File: src/rtl/matrix_pkg.sv
// Shared definitions for the matrix result collector.
// Holds the matrix geometry, the element index type used for bank addressing
// and read-back, and the per-bank state enum.
package matrix_pkg;

    localparam int ROWS  = 3;
    localparam int COLS  = 3;
    localparam int WIDTH = 32;
    localparam int ELEMS = ROWS * COLS;

    // Element index: wide enough for 0..ELEMS-1 plus out-of-range read indices.
    typedef logic [3:0] elem_idx_t;

    typedef enum logic [1:0] {
        EMPTY   = 2'd0,
        FILLING = 2'd1,
        FULL    = 2'd2
    } bank_state_t;

endpackage

File: src/rtl/matrix_bank.sv
// One matrix bank: an ELEMS x WIDTH register file.
// Ports:
//   clk, reset       clock, asynchronous active-high reset (clears contents)
//   we, idx, data    write port, element idx <= data when we
//   rdIdx, rdData    indexed read, 0 when rdIdx >= ELEMS
//   flat             all elements, element k at [k*WIDTH +: WIDTH]
module matrix_bank
    import matrix_pkg::*;
#(
    parameter int BW = WIDTH,
    parameter int BN = ELEMS
) (
    input  logic              clk,
    input  logic              reset,
    input  logic              we,
    input  elem_idx_t         idx,
    input  logic [BW-1:0]     data,
    input  elem_idx_t         rdIdx,
    output logic [BW-1:0]     rdData,
    output logic [BN*BW-1:0]  flat
);

    localparam elem_idx_t LIMIT = elem_idx_t'(BN);

    logic [BW-1:0] mem [BN];

    always_ff @(posedge clk or posedge reset) begin
        if (reset) begin
            for (int k = 0; k < BN; k++) begin
                mem[k] <= '0;
            end
        end else if (we) begin
            mem[idx] <= data;
        end
    end

    always_comb begin
        rdData = '0;
        if (rdIdx < LIMIT) begin
            rdData = mem[rdIdx];
        end
    end

    for (genvar k = 0; k < BN; k++) begin : g_flat
        assign flat[k*BW +: BW] = mem[k];
    end

endmodule

File: src/rtl/matrix_result_collector.sv
// Matrix result collector: reassembles a row-major element stream into
// complete ROWS x COLS matrices, double-buffered across banks A and B.
// Ports:
//   clk, reset           clock, asynchronous active-high reset
//   clear                synchronous flush of the partially filled bank
//   eleValid/eleIn       element input, eleReady = room in the fill bank
//   matValid/matReady    output matrix handshake
//   matOut               flat output matrix, 0 while !matValid
//   rdIdx/rdEle          indexed read of the output bank, 0 if out of range
//   matCount             matrices delivered, wraps at 256
//
// Handshakes: a transfer happens on a rising edge where valid && ready are
// both 1. Valid never depends on ready; a held matrix (matValid && !matReady)
// keeps matOut stable until it is taken.
module matrix_result_collector
    import matrix_pkg::*;
#(
    parameter int ROWS  = matrix_pkg::ROWS,
    parameter int COLS  = matrix_pkg::COLS,
    parameter int WIDTH = matrix_pkg::WIDTH
) (
    input  logic                       clk,
    input  logic                       reset,
    input  logic                       clear,
    input  logic                       eleValid,
    input  logic [WIDTH-1:0]           eleIn,
    output logic                       eleReady,
    output logic                       matValid,
    input  logic                       matReady,
    output logic [ROWS*COLS*WIDTH-1:0] matOut,
    input  elem_idx_t                  rdIdx,
    output logic [WIDTH-1:0]           rdEle,
    output logic [7:0]                 matCount
);

    localparam int        NELEM    = ROWS * COLS;
    localparam elem_idx_t LAST_IDX = elem_idx_t'(NELEM - 1);

    logic [1:0]  full;      // bit 0 = bank A, bit 1 = bank B
    logic        fillPtr;   // 0 = A
    logic        outPtr;    // 0 = A
    elem_idx_t   wIdx;

    // Observable per-bank state, derived from the full flags and fill progress.
    bank_state_t bankState [2];

    always_comb begin
        for (int b = 0; b < 2; b++) begin
            bankState[b] = EMPTY;
            if (full[b]) begin
                bankState[b] = FULL;
            end else if ((fillPtr == b[0]) && (wIdx != '0)) begin
                bankState[b] = FILLING;
            end
        end
    end

    assign eleReady = (bankState[fillPtr] != FULL);
    assign matValid = (bankState[outPtr] == FULL);

    // An element coinciding with clear is dropped.
    logic accept, fillDone, pop;
    assign accept   = eleValid && eleReady && !clear;
    assign fillDone = accept && (wIdx == LAST_IDX);
    assign pop      = matValid && matReady;

    // The fill bank is never full and the output bank is always full when
    // popped, so set and clear below always target different banks.
    logic [1:0] setMask, clrMask;
    assign setMask = {fillDone &  fillPtr, fillDone & ~fillPtr};
    assign clrMask = {pop      &  outPtr,  pop      & ~outPtr};

    always_ff @(posedge clk or posedge reset) begin
        if (reset) begin
            full     <= '0;
            fillPtr  <= 1'b0;
            outPtr   <= 1'b0;
            wIdx     <= '0;
            matCount <= '0;
        end else begin
            full <= (full | setMask) & ~clrMask;
            if (clear) begin
                wIdx <= '0;
            end else if (accept) begin
                if (fillDone) begin
                    wIdx    <= '0;
                    fillPtr <= ~fillPtr;
                end else begin
                    wIdx <= wIdx + elem_idx_t'(1);
                end
            end
            if (pop) begin
                outPtr   <= ~outPtr;
                matCount <= matCount + 8'd1;
            end
        end
    end

    logic [NELEM*WIDTH-1:0] flatA, flatB;
    logic [WIDTH-1:0]       rdA, rdB;

    matrix_bank #(.BW(WIDTH), .BN(NELEM)) bankA (
        .clk    (clk),
        .reset  (reset),
        .we     (accept && !fillPtr),
        .idx    (wIdx),
        .data   (eleIn),
        .rdIdx  (rdIdx),
        .rdData (rdA),
        .flat   (flatA)
    );

    matrix_bank #(.BW(WIDTH), .BN(NELEM)) bankB (
        .clk    (clk),
        .reset  (reset),
        .we     (accept && fillPtr),
        .idx    (wIdx),
        .data   (eleIn),
        .rdIdx  (rdIdx),
        .rdData (rdB),
        .flat   (flatB)
    );

    // Bank contents survive a pop, so outputs are masked while nothing is held.
    assign matOut = matValid ? (outPtr ? flatB : flatA) : '0;
    assign rdEle  = matValid ? (outPtr ? rdB : rdA) : '0;

endmodule

File: config.mk
export PLATFORM = sky130hd
export DESIGN_NAME = matrix_result_collector
export DESIGN_NICKNAME = d
export VERILOG_FILES = /design/src/rtl/matrix_pkg.sv /design/src/rtl/matrix_bank.sv /design/src/rtl/matrix_result_collector.sv
export SDC_FILE = /design/constraint.sdc
export NUM_CORES = 1
export LEC_CHECK = 0
export CORE_MARGIN = 2
export CORE_UTILIZATION = 56
export CTS_CLUSTER_SIZE = 16
export DETAILED_ROUTE_END_ITERATION = 6
export PLACE_DENSITY_LB_ADDON = 0.08
export REMOVE_ABC_BUFFERS = 1
export SKIP_LAST_GASP = 1
export SLEW_MARGIN = 20
export SYNTH_ARGS = -nofsm -noshare
export SYNTH_HDL_FRONTEND = slang
export SYNTH_SLANG_ARGS = --single-unit
File: constraint.sdc
create_clock -name clk -period 23.2 [get_ports clk]
set_clock_uncertainty 0.2 [all_clocks]
set_input_delay 3.48 -clock clk [delete_from_list [all_inputs] [get_ports clk]]
set_output_delay 3.48 -clock clk [all_outputs]
set_load 0.005 [all_outputs]
## Word-level counts from Yosys, hierarchy flattened

Cells that the tools add are included.

- Bits in registers: 592
- Input bits: 41
- Output and inout bits: 330
- Word-level logic and storage cells: 91

- Add/subtract/negate cells: 2
- Magnitude comparators: 6
- Equality and inequality tests: 3
- Muxes and demuxes: 29
- Bitwise gates (word level): 14
- Reduce and logical (&&, ||, !) cells: 14

Operators with widths:

| operator | number |
|---|---|
| $bwmux 288 | 2 |
| $mux 288 | 2 |
| $mux 32 | 9 |
| $bmux 32 s4 | 2 |
| $demux 32 s4 | 1 |
| $mux 2 | 8 |
| $mux 4 | 3 |
| $ge 5x5->1 const B | 2 |
| $not 4->5 | 2 |
| $logic_and 1x1->1 | 9 |
| $add 8x1->8 const B | 1 |
| $lt 5x1->1 const B | 1 |
| $add 4x1->4 const B | 1 |
| $and 1x1->1 | 4 |
| $eq 4x4->1 const B | 1 |
| $ge 2x2->1 const B | 2 |
| $lt 4x4->1 const B | 1 |
| $not 1->2 | 2 |
| $reduce_bool 4->1 | 1 |
| $not 1->1 | 3 |
| $reduce_and 3->1 | 1 |
| $and 2x2->2 | 1 |
| $eq 2x2->1 const B | 1 |
| $logic_not 1->1 | 2 |
| 5 further kinds | 6 |

## Longest topological paths before layout

- Word-level depth: 14
- Depth in mapped cells: 8
- Depth with buffers taken out: 6

## Cells and area by module

Synthesis repeated with hierarchy kept, for this count alone.

- Cell total of the unflattened synthesis: 2619
- Area, all modules: 31823.0 sq um

By module, submodules not included:

| module | times used | cells each | area an instance (sq um) |
|---|---|---|---|
| matrix_bank | 2 | 915 | 13086.3 |
| matrix_result_collector | 1 | 789 | 5650.4 |

## Least setup slack after synthesis

Ideal clock, no wire load.

- Path kind: input port to output port
- Start: input rdIdx[0]
- End: output rdEle[21]
- Data arrival time: 5.095 ns
- Setup slack: 14.425 ns
- Stages: 6
- Path through: clkbuf_1 -> buf_2 -> buf_2 -> mux4_2 -> a222oi_1 -> a211oi_1

- Cells in the longest elaborated chain, start to end: 7
- Elaborated cells between the ends (all ways): 12

Ends and longest elaborated chain:

| element | line | source |
|---|---|---|
| from (decl) | matrix_result_collector.sv:31 | `input elem_idx_t rdIdx,` |
| $not 4->5 (not written as such) | matrix_bank.sv:40 | `rdData = mem[rdIdx];` |
| $bmux 32 s4 | matrix_bank.sv:40 |  |
| $mux 32 (not written as such) (2 in series) | matrix_bank.sv:40 |  |
| $mux 32 | matrix_bank.sv:39 | `if (rdIdx < LIMIT) begin` |
| $mux 32 * (2 in series) | matrix_result_collector.sv:126 | `assign rdEle = matValid ? (outPtr ? rdB : rdA) : '0;` |
| to (decl) | matrix_result_collector.sv:32 | `output logic [WIDTH-1:0] rdEle,` |

Mark *: on every way between the ends. The rest lies on a longest branch, timed or not. The select of a mux whose other input is x is not followed.

## Final worst setup path

- Start: input rdIdx[1]
- End: output rdEle[14]

The elaborated chain is that of the path after synthesis.

==> flow_summary.rst <==
.. list-table::
   :header-rows: 1

   * - Metric
     - Value
   * - Vias in the first global route
     - about 23000
   * - Maximum number of pins on one net before global-route repair
     - 208
   * - Most common cell in the synthesized netlist
     - dfrtp_1
   * - Half-perimeter wire length after detailed placement
     - 59730 µm
   * - Quantity of I/O buffers inserted on ports
     - 370
   * - Synth Warn #
     - 0
   * - Number of fillers in the final layout
     - 4154
   * - Highest ir drop seen on vdd
     - 60.06 µV
   * - Clock Latency Late Sink
     - 590 ps
   * - Period utilisation layout
     - 44.29%
   * - Worst Path Arrival
     - between 6000 and 7000 ps
   * - Count of endpoints failing setup in the final report
     - 0
   * - Via count of the routed design
     - roughly 22000
   * - Result of the run
     - finished clean
   * - Final cell count without fillers
     - 3581
   * - Top cells by area in the synthesized netlist
     - dfrtp_1, mux2_2, mux2i_1
   * - Yosys reg bits
     - 592
   * - Number of placement rows
     - 86
   * - Register-to-Register Setup Slack
     - 18990 ps
   * - Routability congestion estimate from global placement
     - approximately 0.84
   * - Congestion Overflow GR
     - 0
   * - Number of hold-slack violations in the final timing report
     - 0
   * - Cell count after synthesis
     - 2534
   * - Sequential area share after synthesis
     - 47.16%
   * - Post-synthesis async set-or-reset flop share
     - 100.0%
   * - Dominant register cell in the synthesized netlist
     - dfrtp_1
   * - Clock tree from TritonCTS
     - yes
   * - Share of post-route cells with drive strength above 1
     - 28.26%
   * - Setup Fix Bufs, Post-CTS
     - 0
   * - Cell taking the most area after synthesis
     - dfrtp_1
   * - Share of the synthesized area in the top cell type
     - roughly 47%
   * - Worst-Margin Slew
     - 1247 ps
   * - DRT iter0 DRCs
     - 1945
   * - Kind of critical path
     - in -> out
   * - End of the worst register-to-register path
     - matCount[1]$_DFFE_PP0N_
   * - Share of the core filled with cells in the final layout
     - between 60% and 70%
   * - Area added between synthesis and finish
     - 19.84%
   * - Worst setup startpoint
     - rdIdx[1]
   * - Number of max-cap violations
     - 0
   * - Length of the first detailed-routing pass in iterations
     - 7
   * - Maximum achievable frequency
     - just under 0.1 GHz
   * - List of most frequent post-synthesis cells
     - dfrtp_1, mux2_2, mux2i_1
   * - Crit Path Max Fanout
     - 63
   * - Worst min-delay path class
     - reg -> reg
   * - Worst-case reg-to-reg path depth
     - 6
   * - Worst slew margin
     - 16.33%
   * - Die span in y
     - 240.8 µm
   * - Number of max-slew violations in the final report
     - 0
   * - Core ar.
     - 0.05531 mm²
   * - Gates resized, CTS repair
     - 0
   * - CP endpoint kind
     - primary output
   * - DRC
     - 0
   * - Top-level port count
     - 371
   * - DRT antenna net count
     - 0
   * - All-layer global routing usage
     - between 30% and 40%
   * - Mean number of vias per cell
     - about 6.3
   * - Area of the die
     - 0.05800 mm²
   * - Number of antenna violations at the first check in global routing
     - 5
   * - Avg Inst Size Synth
     - 12.40 µm²
   * - Final TNS setup
     - 0 ps
   * - Worst Path Required
     - 19520 ps
   * - EDFF count, synth
     - 0
   * - Setup repair after global routing missed its margin
     - false
   * - Static Leakage
     - 16.70 nW
   * - Wire length of the first global-routing pass
     - 143800 µm
   * - Time the worst path needs with I/O delays and setup
     - approximately 10000 ps
   * - Total CTS buffers
     - 66
   * - Element type at the critical path start
     - primary input
   * - CTS H-tree depth
     - 3
   * - Netlist cell types
     - 58
   * - Die extent in x
     - 240.8 µm
   * - Cell count after placement
     - between 3000 and 4000
   * - Clk pin slew, worst setup/hold paths
     - 60 ps
   * - Maximum buffer depth of the clock tree
     - 3
   * - Root buffer selected by CTS
     - clkbuf_16
   * - Sum of routed wire length over all layers
     - 97280 µm
   * - Cts hold-fix bufs
     - 0
   * - Crit Reg-Reg Startpoint
     - outPtr$_DFFE_PP0N_
   * - Capture point of the worst path
     - rdEle[14]
   * - Power density over cell area
     - 70.24 mW/mm²
   * - Total number of nets in the final design
     - around 2800
   * - WL per Instance
     - 27.17 µm
   * - Netlist area before placement
     - 0.03141 mm²
   * - Starting density of the core
     - 56.80%
   * - Sinks on Clock Net
     - between 500 and 600
placed cells by master, fill, tap and decap left out, types with 12 or more instances in the layout:
master and count:
a32oi_1 15, a21o_1 12, nand2_1 54, nand2_2 16, a21oi_1 22, clkbuf_1 20, buf_4 32, nor2_1 294
o21ai_0 14, a22oi_1 57, clkbuf_16 69, mux2i_1 446, clkdlybuf4s50_1 366, mux2_4 28, dfrtp_1 591, mux2_2 552
mux4_2 51, nand3_1 22
stage by stage:
step           setup WS, ps  power [W]  instance area (µm²)  hold WS (ps)
6_report              12920   0.002644                37640         283.1
5_1_grt               12840   0.002740                37640         315.2
4_1_cts               12980   0.002653                37630         296.9
3_5_place_dp          12990   0.001626                35530         282.2
3_3_place_gp          12990   0.001607                35530         264.5
2_1_floorplan        -16490   0.001557                30460         268.2
how the worst min path moves through the flow:
stage | startpoint | to | cells after the start
after floorplan | matCount[7]$_DFFE_PP0N_ | matCount[7]$_DFFE_PP0N_ | 1
after global placement | matCount[7]$_DFFE_PP0N_ | matCount[7]$_DFFE_PP0N_ | 1
after detailed placement | matCount[7]$_DFFE_PP0N_ | matCount[7]$_DFFE_PP0N_ | 1
after CTS | matCount[7]$_DFFE_PP0N_ | matCount[7]$_DFFE_PP0N_ | 1
after global routing | matCount[7]$_DFFE_PP0N_ | matCount[7]$_DFFE_PP0N_ | 1
final | matCount[7]$_DFFE_PP0N_ | matCount[7]$_DFFE_PP0N_ | 1
worst max-delay path, cell delays in order:
cell	delay, ps
buf_8	240
buf_4	510
or4b_2	950
nor2_1	170
o21ai_0	120
a22oi_1	430
clkdlybuf4s50_1	590
cell type report:
cell class              count  area [µm²]  area share (%)
inverters                   6       30.03         0.07977
multi-input cells        1713       15720           41.76
clock buffers             100        1953           5.188
clock inverters            13       150.1          0.3988
repair buffers            407        4031           10.71
well taps                 748       935.9           2.486
flip-flops and latches    592       14820           39.36
diodes                      2       5.005         0.01329
cells by family (layout without fill, tap and decap cells):
| family | count (synthesis) | count (layout) | share of synthesized area (%) |
|---|---|---|---|
| buffers and inverters | 229 | 526 | 3.099 |
| and+or+nand+nor | 430 | 430 | 5.708 |
| AOI/OAI and AO/OA | 185 | 185 | 4.326 |
| DFF | 592 | 592 | 47.16 |
| xor gates and xnor gates | 7 | 7 | 0.1952 |
| muxes | 1086 | 1086 | 39.31 |
| adders and majority gates | 5 | 5 | 0.1992 |
| other | 0 | 2 | 0 |
flip-flops by register name, indices dropped and copies added (netlist names):
signal      count
fillPtr         1
matCount        8
wIdx            4
outPtr          1
bankB.flat    288
full            2
bankA.flat    288
power by group:
group	leakage (nW)	internal (W)	total (W)	switching (W)
Clock	1.03	0.000613	0.00103	0.000419
Combinational	7.71	0.000199	0.000391	0.000192
Sequential	7.96	0.00114	0.00122	0.0000856
Total	16.7	0.00195	0.00264	0.000697
per-layer routing:
layer / track usage, % / routed length [µm] / vias to the layer above
met4: 14.20 / 3750 / 4
met2: 53.22 / 46130 / 1003
met3: 7.023 / 7639 / 220
met1: 44.73 / 39740 / 11520
li1: - / - / 9715
met5: 0 / 21 / -
No activity file was read; power rests on OpenSTA's default activity.
